$ cat config.mk
export PLATFORM = sky130hd
export DESIGN_NAME = bundle_issue_ctrl
export DESIGN_NICKNAME = d
export VERILOG_FILES = /design/src/rtl/bundle_issue_ctrl_pkg.sv /design/src/rtl/issue_scoreboard.sv /design/src/rtl/bundle_issue_ctrl.sv
export SDC_FILE = /design/constraint.sdc
export NUM_CORES = 1
export LEC_CHECK = 0
export CAP_MARGIN = 20
export CORE_ASPECT_RATIO = 1.25
export CORE_MARGIN = 3
export CORE_UTILIZATION = 27
export DETAILED_ROUTE_END_ITERATION = 6
export PLACE_DENSITY = 0.51
export SLEW_MARGIN = 20
export SYNTH_ARGS = -nofsm -noshare
export SYNTH_HDL_FRONTEND = slang
export SYNTH_HIERARCHICAL = 1
export SYNTH_SLANG_ARGS = --single-unit
export TNS_END_PERCENT = 1
$ cat constraint.sdc
create_clock -name clk -period 10.1 [get_ports clk]
set_clock_uncertainty 0.15 [all_clocks]
set_input_delay 2.02 -clock clk [delete_from_list [all_inputs] [get_ports clk]]
set_output_delay 2.02 -clock clk [all_outputs]
set_load 0.02 [all_outputs]
$ cat src/rtl/bundle_issue_ctrl_pkg.sv
// Shared constants and types for the bundle issue controller.
// Slot/source indices, FSM encoding and tag helpers.
package bundle_issue_ctrl_pkg;

  localparam int TAG_W    = 5;
  localparam int NUM_SLOT = 4;
  localparam int NUM_SRC  = 9;
  localparam int NUM_REG  = 32;

  localparam int SLOT_A0 = 0;
  localparam int SLOT_A1 = 1;
  localparam int SLOT_M  = 2;
  localparam int SLOT_LS = 3;

  localparam int SRC_A0_R0 = 0;
  localparam int SRC_A0_R1 = 1;
  localparam int SRC_A1_R0 = 2;
  localparam int SRC_A1_R1 = 3;
  localparam int SRC_M_R0  = 4;
  localparam int SRC_M_R1  = 5;
  localparam int SRC_LS_R0 = 6;
  localparam int SRC_LS_R1 = 7;
  localparam int SRC_LS_R2 = 8;

  localparam logic [TAG_W-1:0] ZERO_TAG = 5'd0;
  localparam logic [4:0]       OP_JUMP  = 5'b01001;

  typedef enum logic [1:0] {
    ST_RUN   = 2'd0,
    ST_STALL = 2'd1,
    ST_FLUSH = 2'd2
  } state_t;

endpackage

$ cat src/rtl/issue_scoreboard.sv
// Per-register pending-result counters and the 9-way
// source hazard lookup for the issue controller.
module issue_scoreboard
  import bundle_issue_ctrl_pkg::*;
#(
  parameter int LOAD_LAT = 1,
  parameter int MUL_LAT  = 2,
  parameter int CNT_W    = 2
) (
  input  logic        clk,
  input  logic        rst,
  input  logic [44:0] src_tags,
  input  logic [8:0]  src_used,
  input  logic        issue,
  input  logic [19:0] rd_tags,
  input  logic [3:0]  rd_wr,
  input  logic        ls_load,
  input  logic        m_multi,
  output logic        hazard
);

  localparam int CNT_MAX = (2 ** CNT_W) - 1;

  if (LOAD_LAT > CNT_MAX || (MUL_LAT - 1) > CNT_MAX) begin : g_bad_cnt_w
    $error("issue_scoreboard: CNT_W too narrow for LOAD_LAT/MUL_LAT");
  end

  localparam logic [CNT_W-1:0] LD_V  = CNT_W'(LOAD_LAT);
  localparam logic [CNT_W-1:0] MUL_V = CNT_W'(MUL_LAT - 1);

  logic [CNT_W-1:0] cnt     [NUM_REG];
  logic [CNT_W-1:0] set_val [NUM_REG];
  logic [CNT_W-1:0] slot_val[NUM_SLOT];
  logic [NUM_REG-1:0] set_en;

  // Hazard: any read, nonzero source whose result is still pending
  always_comb begin
    hazard = 1'b0;
    for (int i = 0; i < NUM_SRC; i++) begin
      if (src_used[i] &&
          src_tags[i*TAG_W +: TAG_W] != ZERO_TAG &&
          cnt[src_tags[i*TAG_W +: TAG_W]] != '0)
        hazard = 1'b1;
    end
  end

  // Wait count each slot loads into its destination on issue
  always_comb begin
    slot_val[SLOT_A0] = '0;
    slot_val[SLOT_A1] = '0;
    slot_val[SLOT_M]  = m_multi ? MUL_V : '0;
    slot_val[SLOT_LS] = ls_load ? LD_V : '0;
  end

  // Destination set requests; later slots override earlier ones
  always_comb begin
    set_en = '0;
    for (int r = 0; r < NUM_REG; r++)
      set_val[r] = '0;
    if (issue) begin
      for (int s = 0; s < NUM_SLOT; s++) begin
        if (rd_wr[s] && rd_tags[s*TAG_W +: TAG_W] != ZERO_TAG) begin
          set_en[rd_tags[s*TAG_W +: TAG_W]]  = 1'b1;
          set_val[rd_tags[s*TAG_W +: TAG_W]] = slot_val[s];
        end
      end
    end
  end

  // Counters: set wins over saturating decrement
  always_ff @(posedge clk or posedge rst) begin
    if (rst) begin
      for (int r = 0; r < NUM_REG; r++)
        cnt[r] <= '0;
    end else begin
      for (int r = 0; r < NUM_REG; r++) begin
        if (set_en[r])
          cnt[r] <= set_val[r];
        else if (cnt[r] != '0)
          cnt[r] <= cnt[r] - CNT_W'(1);
      end
    end
  end

endmodule

$ cat src/rtl/bundle_issue_ctrl.sv
// Issue/hazard controller for the 4-slot bundle between
// decode and execute: stall, bubble, and jump flush.
module bundle_issue_ctrl
  import bundle_issue_ctrl_pkg::*;
#(
  parameter int LOAD_LAT  = 1,
  parameter int MUL_LAT   = 2,
  parameter int FLUSH_CYC = 2,
  parameter int CNT_W     = 2
) (
  input  logic        clk,
  input  logic        rst,
  input  logic        bnd_valid,
  input  logic [44:0] src_tags,
  input  logic [8:0]  src_used,
  input  logic [19:0] rd_tags,
  input  logic [3:0]  rd_wr,
  input  logic        ls_load,
  input  logic        m_multi,
  input  logic        predRW,
  output logic        issue,
  output logic        stall,
  output logic        bubble,
  output logic        flush,
  output logic        err_waw,
  output logic [1:0]  state_o
);

  localparam int FCW = (FLUSH_CYC > 1) ? $clog2(FLUSH_CYC) : 1;

  state_t         state, state_nxt;
  logic [FCW-1:0] fcnt, fcnt_nxt;
  logic           hazard;
  logic           waw;

  issue_scoreboard #(
    .LOAD_LAT (LOAD_LAT),
    .MUL_LAT  (MUL_LAT),
    .CNT_W    (CNT_W)
  ) u_sb (
    .clk      (clk),
    .rst      (rst),
    .src_tags (src_tags),
    .src_used (src_used),
    .issue    (issue),
    .rd_tags  (rd_tags),
    .rd_wr    (rd_wr),
    .ls_load  (ls_load),
    .m_multi  (m_multi),
    .hazard   (hazard)
  );

  // State and flush-window counter registers
  always_ff @(posedge clk or posedge rst) begin
    if (rst) begin
      state <= ST_RUN;
      fcnt  <= '0;
    end else begin
      state <= state_nxt;
      fcnt  <= fcnt_nxt;
    end
  end

  // Next state: taken jump beats hazard; flush window counts down
  always_comb begin
    state_nxt = state;
    fcnt_nxt  = fcnt;
    unique case (state)
      ST_RUN, ST_STALL: begin
        if (issue && predRW) begin
          state_nxt = ST_FLUSH;
          fcnt_nxt  = FCW'(FLUSH_CYC - 1);
        end else if (bnd_valid && hazard) begin
          state_nxt = ST_STALL;
        end else begin
          state_nxt = ST_RUN;
        end
      end
      ST_FLUSH: begin
        if (fcnt == '0)
          state_nxt = ST_RUN;
        else
          fcnt_nxt = fcnt - FCW'(1);
      end
      default: state_nxt = ST_RUN;
    endcase
  end

  // Output decode; everything held low while reset is asserted
  always_comb begin
    issue  = 1'b0;
    stall  = 1'b0;
    bubble = 1'b0;
    flush  = 1'b0;
    if (!rst) begin
      unique case (state)
        ST_RUN, ST_STALL: begin
          issue  = bnd_valid & ~hazard;
          stall  = bnd_valid & hazard;
          bubble = bnd_valid & hazard;
        end
        ST_FLUSH: begin
          bubble = 1'b1;
          flush  = 1'b1;
        end
        default: ;
      endcase
    end
  end

  // Two writing slots aiming at the same nonzero register
  always_comb begin
    waw = 1'b0;
    for (int a = 0; a < NUM_SLOT - 1; a++) begin
      for (int b = a + 1; b < NUM_SLOT; b++) begin
        if (rd_wr[a] && rd_wr[b] &&
            rd_tags[a*TAG_W +: TAG_W] != ZERO_TAG &&
            rd_tags[a*TAG_W +: TAG_W] == rd_tags[b*TAG_W +: TAG_W])
          waw = 1'b1;
      end
    end
  end

  assign err_waw = issue & waw;
  assign state_o = state;

endmodule
### Word-level counts from Yosys, hierarchy flattened

Cells that the tools add are included.

* bits in registers: 67
* bits in latches: 0
* bits in writable memories: 0
* memory bits (read-only): 0
* input port bits: 84
* word-level logic and storage cells: 414
* memories: 0

* add/subtract/negate cells: 33
* multipliers: 0
* div/mod/pow operators: 0
* magnitude comparators: 23
* equality and inequality tests: 10
* shifts and indexed selects: 0
* multiplexer cells: 154
* bitwise logic cells: 21
* reduce and logical (&&, ||, !) cells: 139

Operators with widths (number)
* two-way mux 64 bit: 7
* two-way mux 32 bit: 8
* two-way mux 2 bit: 87
* nonzero test 2 bit: 74
* bitwise mux 64 bit: 2
* bitwise OR 32 bit: 3
* binary-select mux 2 bit (select 5 bit): 9
* greater-or-equal comparator 6 bit (second input constant): 12
* inverter 5 -> 6 bit: 12
* nonzero test 5 bit: 13
* bitwise AND 64 bit: 1
* inverter 64 bit: 1
* subtractor 2 x 1 -> 2 bit (second input constant): 32
* logical AND 1 bit: 49
* two-way mux 1 bit: 31
* demux 2 bit (select 5 bit): 3
* == test 5 bit: 6
* < comparator 5 x 6 -> 1 bit (second input constant): 4
* demux 1 bit (select 5 bit): 4
* greater-or-equal comparator 5 x 1 -> 1 bit (second input constant): 4
* < comparator 6 x 1 -> 1 bit (second input constant): 3
* inequality test 2 bit (second input constant): 2
* one-hot mux 1 bit (2 select lines): 2
* one-hot mux 2 bit (2 select lines): 1
* other kinds (8): 10

### Longest topological paths before layout

Gate-level depths: netlist (run 1).

* depth in word-level cells: 30
* depth in mapped cells: 14
* gate-level depth less buffers: 11

### By module

Netlist (run 1), hierarchy kept.

Modules (own cells, without submodules)
* issue_scoreboard: instances 1, cells an instance 894, area an instance 7639.8 um2, seq. area each 1601.5 um2
* bundle_issue_ctrl: instances 1, cells an instance 67, area an instance 560.5 um2, seq. area each 75.1 um2

### Least setup slack after synthesis (run 1)

OpenSTA, ideal clock, no wires.

* path kind: in2out
* from: input port src_tags[11]
* to: output port err_waw
* arrival time: 4.977 ns
* slack: 2.953 ns
* stages: 12
* cells stage by stage: buf_2 or4_1 nand3b_1 nor2_1 a22oi_1 and3_2 nand4_1 or4_1 nor4b_4 o21ai_0 a31oi_1 a311o_1

* cells in the longest elaborated chain, start to end: 18
* elaborated cells between the ends (all ways): 20
* those cells by class: mux: 12; bitwise: 4; reduce/logical: 4

Ends and longest elaborated chain
* from (decl): RTL line bundle_issue_ctrl.sv:14 `input logic [44:0] src_tags,`
* inverter 5 -> 6 bit (not written as such): RTL line issue_scoreboard.sv:42 `cnt[src_tags[i*TAG_W +: TAG_W]] != '0)`
* binary-select mux 2 bit (select 5 bit): RTL line issue_scoreboard.sv:42
* two-way mux 2 bit (not written as such) (2 in a row): RTL line issue_scoreboard.sv:42
* nonzero test 2 bit: RTL line issue_scoreboard.sv:42
* logical AND 1 bit *: RTL line issue_scoreboard.sv:41 `src_tags[i*TAG_W +: TAG_W] != ZERO_TAG &&`
* two-way mux 1 bit * (7 in a row): RTL line issue_scoreboard.sv:40 `if (src_used[i] &&`
* named net hazard: RTL line bundle_issue_ctrl.sv:33 `logic hazard;`
* inverter 1 bit *: RTL line bundle_issue_ctrl.sv:98 `issue = bnd_valid & ~hazard;`
* bitwise AND 1 bit *: RTL line bundle_issue_ctrl.sv:98
* two-way mux 1 bit *: RTL line bundle_issue_ctrl.sv:96 `unique case (state)`
* two-way mux 1 bit *: RTL line bundle_issue_ctrl.sv:95 `if (!rst) begin`
* named net issue: RTL line bundle_issue_ctrl.sv:21 `output logic issue,`
* bitwise AND 1 bit *: RTL line bundle_issue_ctrl.sv:124 `assign err_waw = issue & waw;`
* to (decl): RTL line bundle_issue_ctrl.sv:25 `output logic err_waw,`

Mark *: on every way through the listed nets, which the timed path passes. The rest lies on a longest branch. The select of a mux whose other input is x is not followed.

### Final worst setup path (run 1)

* from: input port src_tags[11]
* to: output port err_waw

* cells in the longest elaborated chain, start to end: 18
* elaborated cells between the ends (all ways): 20
* those cells by class: mux: 12; bitwise: 4; reduce/logical: 4

Ends and longest elaborated chain (RTL line)
* inverter 5 -> 6 bit (not written as such): issue_scoreboard.sv:42
* binary-select mux 2 bit (select 5 bit): issue_scoreboard.sv:42
* two-way mux 2 bit (not written as such) (2 in a row): issue_scoreboard.sv:42
* nonzero test 2 bit: issue_scoreboard.sv:42
* logical AND 1 bit *: issue_scoreboard.sv:41
* two-way mux 1 bit * (7 in a row): issue_scoreboard.sv:40
* named net hazard: bundle_issue_ctrl.sv:33
* inverter 1 bit *: bundle_issue_ctrl.sv:98
* bitwise AND 1 bit *: bundle_issue_ctrl.sv:98
* two-way mux 1 bit *: bundle_issue_ctrl.sv:96
* two-way mux 1 bit *: bundle_issue_ctrl.sv:95
* bitwise AND 1 bit *: bundle_issue_ctrl.sv:124

Marks and branches as above.

==> results of run 1 <==
[power by group]
group / switching [mW] / internal (mW)
clock network: 0.126 / 0.243
registers: 0.138 / 0.415
logic: 0.713 / 0.633
total: 0.978 / 1.29
[critical path, cell delays in order]
cell	delay, ns
clkdlybuf4s50_1	0.71
or4_1	0.63
nand3b_1	0.15
nor2_1	0.06
a22oi_1	0.19
and3_2	0.19
nand4_1	0.09
or4_1	0.60
nor4b_4	0.56
o21ai_0	0.17
a31oi_1	0.17
a311o_1	0.14
clkdlybuf4s50_1	0.61
[routing by layer]
metal	GRT usage, %	routed length [µm]	vias to the layer above
met5	0	0	-
met4	7.35	1080	0
met3	2.93	2260	72
met2	29.1	13600	423
met1	23.5	12500	3869
li1	-	-	3722
[cell families (layout without fill, tap and decap cells)]
| group | Yosys count | after routing | synth area share (%) |
|---|---|---|---|
| simple gates | 366 | 366 | 23.2 |
| compound gates | 219 | 219 | 16.8 |
| buf+inv | 127 | 195 | 6.53 |
| mux | 89 | 89 | 21.6 |
| flops | 67 | 67 | 20.4 |
| xor+xnor | 61 | 61 | 6.52 |
| fa+ha+maj | 32 | 32 | 4.88 |
[registers in the layout (all words and copies together) (netlist names)]
register  count
state_o       2
fcnt          1
u_sb/cnt     64
[worst paths after layout]
| check | to | slack [ns] | cells after the start |
|---|---|---|---|
| setup reg to reg | u_sb/cnt[60] | 5.06 | 12 |
| setup / recovery | err_waw | 1.64 | 13 |
| hold reg to reg | fcnt | 0.35 | 2 |
| max in group asynchronous | u_sb/cnt[35] | 6.93 | 3 |
| min in group asynchronous | state_o[0] | 1.94 | 2 |
| hold / removal | fcnt | 0.35 | 2 |
[Yosys cell counts, types with 10 or more instances]
library cell and n:
o22ai_1 33, xor2_1 47, mux4_1 19, a21oi_1 49, a211oi_1 28, nor4_1 12
a31oi_1 10, buf_2 15, nor2_2 13, and2_1 26, nor2_1 104, mux4_2 45
nand3_1 31, nand2_1 51, mux2i_1 19, inv_1 80, o31ai_1 12, clkbuf_1 27
nor3_1 49, o21ai_0 53, ha_1 32, xnor2_1 14, dfrtp_1 67, nand3b_1 18
[cells in the final DEF, fill, tap and decap left out, drive strengths merged, types with 5 or more instances in the layout]
| cell | n |
|---|---|
| o22ai | 33 |
| o31ai | 12 |
| nor3 | 49 |
| nand3b | 18 |
| and2 | 26 |
| mux2i | 19 |
| clkbuf | 9 |
| or4 | 5 |
| o21ai | 53 |
| a31oi | 10 |
| inv | 81 |
| ha | 32 |
| xor2 | 47 |
| nand2b | 7 |
| buf | 9 |
| nand3 | 31 |
| nor4 | 12 |
| a211oi | 28 |
| o41ai | 6 |
| dfrtp | 67 |
| mux4 | 64 |
| nand2 | 51 |
| nand4 | 9 |
| or3b | 5 |
| mux2 | 6 |
| nor3b | 9 |
| xnor2 | 14 |
| clkdlybuf4s50 | 90 |
| nor2b | 9 |
| a21oi | 49 |
| nor2 | 118 |
[area by class of cell]
type	instances	area (µm²)	share of cell area, %
Sequential cell	67	1680	17.1
Tap cell	396	495	5.07
Clock buffer	9	225	2.30
Timing Repair Buffer	99	968	9.90
Multi-Input combinational cell	767	5990	61.2
Inverter	80	300	3.07
Clock inverter	7	124	1.27
==> metrics.txt, run 1 <==
crit path capture type output port; Yosys top cell area share 20.4%; filler cell count 3163; number of synthesized flops with an enable pin 0; IO Port Bufs 90; vias per inst 5.67; leakage 3.82 nW; Diodes inserted 0; reg-to-reg startpoint u_sb/cnt[22]; Die Y 201 µm; maxcap violations 0; first-iteration detailed-routing DRC count 821; post-synth top area cell dfrtp_1; clock root buffer clkbuf_16; Post-Route Setup TNS 0 ns; DR DRC count 0; Vias 8086; post_cts resized 0; row cnt 70; vias in the first global route 8068; syn avg cell area 8.53 µm²; synthesized area 8200 µm²; RSZ-0062 raised after global routing false; worst min path class register to register; worst setup margin 1.64 ns; Critical path origin src_tags[11]; Netlist cell types 64; Worst Max-Slew Pin Slew 0.979 ns; startpoint types input pin; initial antenna violation count 0; final non-filler cell area 9780 µm²; fin crit share 83.8%; yosys warns 6; final slew viol count 0; Cells after Synth 961; async set-reset flop share out of synthesis 100%; Hold WS 0.352 ns; Final Util 33.0%; Seq/Total Area, Yosys 20.4%; gr ovfl total 0; final hold viol count 0; Detailed Route WL 29.4 mm; CP max FO 15; Worst-path clk slew 0.06 ns; pwr/cell area 232 nW/µm²; syn nets 1077; total CTS buffers 9; largest net degree at the start of global routing 65; Post-DP HPWL 21.4 mm; Final Non-Filler Cells 1425; outcome completed; die area 32500 µm²; TritonCTS Sinks 67; ratio of cells with drive above 1 in the final layout 10.1%; final setup violation count 0; WP data arrival 6.29 ns; RD Place Congestion 0.899; Starting Density 27.7%; DP Area 9420 µm²; hold_buf cts 0; hold path start fcnt; Total Routing Usage GR 17.9%; Skew-Pair Late Insertion Delay 0.33 ns; Placement Setup Slack 1.70 ns; DRT antenna net count 0; DR pass1 iterations 6; number of post-CTS setup repair buffers 0; TritonCTS clock tree built; global-route wire length before repair 46.0 mm; main flop type after synthesis dfrtp_1; worst setup path class input pin to output port; H-tree depth 3; clk buf depth 2; Placed Cells 1408; core area 29600 µm²; #FFs+latches synth 67; WL/cell 20.6 µm; synth-to-layout area growth 19.2%; VDD IR max 0.108 mV; I/O pins 91; die width 162 µm; Data required, critical path 7.93 ns; top cells by area, synth dfrtp_1 (20%), mux4_2 (12%), mux4_1 (6.1%); nets@finish 1140; Min Clock Period, post-route 8.46 ns; total power 2.27 mW; headroom to the max-slew limit 33.9%; Max Fclk 118 MHz
(Power assumes the default switching activity.)
==> run 2: changes to the inputs <==
==> constraint.sdc (replaced) <==
create_clock -name clk -period 7.8 [get_ports clk]
set_clock_uncertainty 0.15 [all_clocks]
set_input_delay 1.56 -clock clk [delete_from_list [all_inputs] [get_ports clk]]
set_output_delay 1.56 -clock clk [all_outputs]
set_load 0.02 [all_outputs]
==> metrics.txt, run 2 (synthesized netlist as in run 1, its figures left out) <==
final non-filler cell area 9790 µm² (+0.15%); DP Area 9460 µm² (+0.40%); number of post-CTS setup repair buffers 0 (unchanged); post_cts resized 0 (unchanged); Diodes inserted 0 (unchanged); Total Routing Usage GR 17.8% (-0.091 points); fin crit share 95.7%; TritonCTS clock tree built; hold_buf cts 0 (unchanged); largest net degree at the start of global routing 65 (unchanged); die area 32500 µm² (unchanged); vias per inst 5.62 (-0.90%); clk buf depth 2 (unchanged); pwr/cell area 297 nW/µm² (+28%); Reg with most FFs u_sb/cnt; headroom to the max-slew limit 22.9% (-11 points); DR DRC count 0 (unchanged); Flop pwr share 24.5% (about the same); die width 162 µm (unchanged); worst min path class register to register; core area 29600 µm² (unchanged); ratio of cells with drive above 1 in the final layout 10.5% (+0.35 points); max reg flops 64 (unchanged); outcome completed; global-route wire length before repair 45.8 mm (-0.50%); Data required, critical path 6.09 ns (-1.84 ns); clock root buffer clkbuf_16; gr ovfl total 0 (unchanged); H-tree depth 3 (unchanged); vias in the first global route 8017 (-0.63%); Worst Max-Slew Pin Slew 1.15 ns (+0.172 ns); initial antenna violation count 0 (unchanged); most frequent cells in the layout nor2_1 (104), clkdlybuf4s50_1 (90), inv_1 (79); startpoint types input pin; row cnt 70 (unchanged); final setup violation count 0 (unchanged); Worst-path clk slew 0.06 ns (about the same); total power 2.91 mW (+28%); worst setup margin 0.338 ns (-1.30 ns); Post-Route Setup TNS 0 ns (unchanged); first-iteration detailed-routing DRC count 784 (-4.5%); IO Port Bufs 90 (unchanged); Clock power frac 15.7% (-0.6 points); Die Y 201 µm (unchanged); Post-DP HPWL 21.2 mm (-0.75%); TritonCTS Sinks 67 (unchanged); Vias 8036 (-0.62%); DRT antenna net count 0 (unchanged); crit path capture type output port; RSZ-0062 raised after global routing false; VDD IR max 0.0965 mV (-10%); RD Place Congestion 0.919 (+2.2%); total CTS buffers 9 (unchanged); WP data arrival 5.75 ns (-0.54 ns); Min Clock Period, post-route 7.46 ns; sw frac 43.4% (+0.29 points); Skew-Pair Late Insertion Delay 0.34 ns (about the same); Pint 1.65 mW (+28%); I/O pins 91 (unchanged); Max Fclk 134 MHz; Starting Density 27.7% (unchanged); Comb pwr share 59.8% (+0.5 points); synth-to-layout area growth 19.4%; DR pass1 iterations 5 (-1); final hold viol count 0 (unchanged); Final Non-Filler Cells 1429 (+0.28%); leakage 3.83 nW (+0.45%); nets@finish 1144 (+0.35%); CP max FO 8 (-7); worst setup path class input pin to output port; final slew viol count 0 (unchanged); Switch Pwr 1.26 mW (+29%); Placement Setup Slack 0.336 ns (-1.36 ns); maxcap violations 0 (unchanged); commonest non-fill, non-tap cell in the layout nor2_1; Detailed Route WL 29.5 mm (+0.31%); WL/cell 20.6 µm (about the same); Placed Cells 1413 (+0.36%)
[run 2: cell count changes in the layout (fill, tap and decap cells not counted)]
cell,change
clkinvlp_4,-1
buf_4,+4
bufinv_16,-1
clkbuf_8,+1
inv_6,+1
[run 2: worst paths after layout]
kind | start | to | slack (ns) | cells past startpoint
setup / recovery | src_tags[0] | err_waw | 0.34 | 12
hold / removal | fcnt | fcnt | 0.35 | 2
setup reg to reg | u_sb/cnt[6] | u_sb/cnt[60] | 2.59 | 12
hold reg to reg | fcnt | fcnt | 0.35 | 2
max in group asynchronous | rst | u_sb/cnt[48] | 5.07 | 3
min in group asynchronous | rst | state_o[1] | 1.48 | 2
[run 2: routing by layer]
layer,GRT usage (%),vias up,part of all wire [%]
li1,-,3734,-
met4,9.23,0,4.5
met1,23.3,3850,42
met3,2.95,79,7.2
met2,28.2,373,46
met5,0,-,0
[run 2: cell type report]
class                   count  area (µm²)
clock buffers              10         239
clock inverters             6        95.1
fillers                  3128       19800
inverters                  80         300
multi-input cells         767        5990
flip-flops and latches     67        1680
well taps                 396         495
repair buffers            103         998
[run 2: worst max-delay path, cell delays in order]
cell and delay, ns:
clkdlybuf4s50_1 0.61, mux4_1 0.43, nor3_1 0.04, or4_1 0.53, a32oi_1 0.23, nand4_1 0.13
or4_1 0.57, nor4b_4 0.56, o21ai_0 0.17, a31oi_1 0.17, a311o_1 0.14, clkdlybuf4s50_1 0.61
[run 2: stage by stage]
step | utilization (%) | hold slack (ns)
global placement | 32.0 | 0.334
detailed placement | 32.0 | 0.339
floorplan | - | 0.313
CTS | 33.1 | 0.355
finish | 33.1 | 0.349
global route | 33.1 | 0.399
[run 2: power by group through the flow]
stage	Combinational (mW)	Clock [mW]	Sequential (mW)
global placement	1.67	0	0.710
CTS	1.73	0.474	0.712
detailed placement	1.72	0	0.718
global route	1.92	0.487	0.742
floorplan	1.23	0	0.681
finish	1.74	0.456	0.713
==> run 3: changes to the inputs <==
--- a/config.mk
+++ b/config.mk
@@ -11,6 +11,7 @@
 export CORE_UTILIZATION = 27
 export DETAILED_ROUTE_END_ITERATION = 6
 export PLACE_DENSITY = 0.51
+export SKIP_CTS_REPAIR_TIMING = 1
 export SLEW_MARGIN = 20
 export SYNTH_ARGS = -nofsm -noshare
 export SYNTH_HDL_FRONTEND = slang
==> results of run 3 <==
Same layout as run 2: the final DEF is identical, and so are final timing and power.
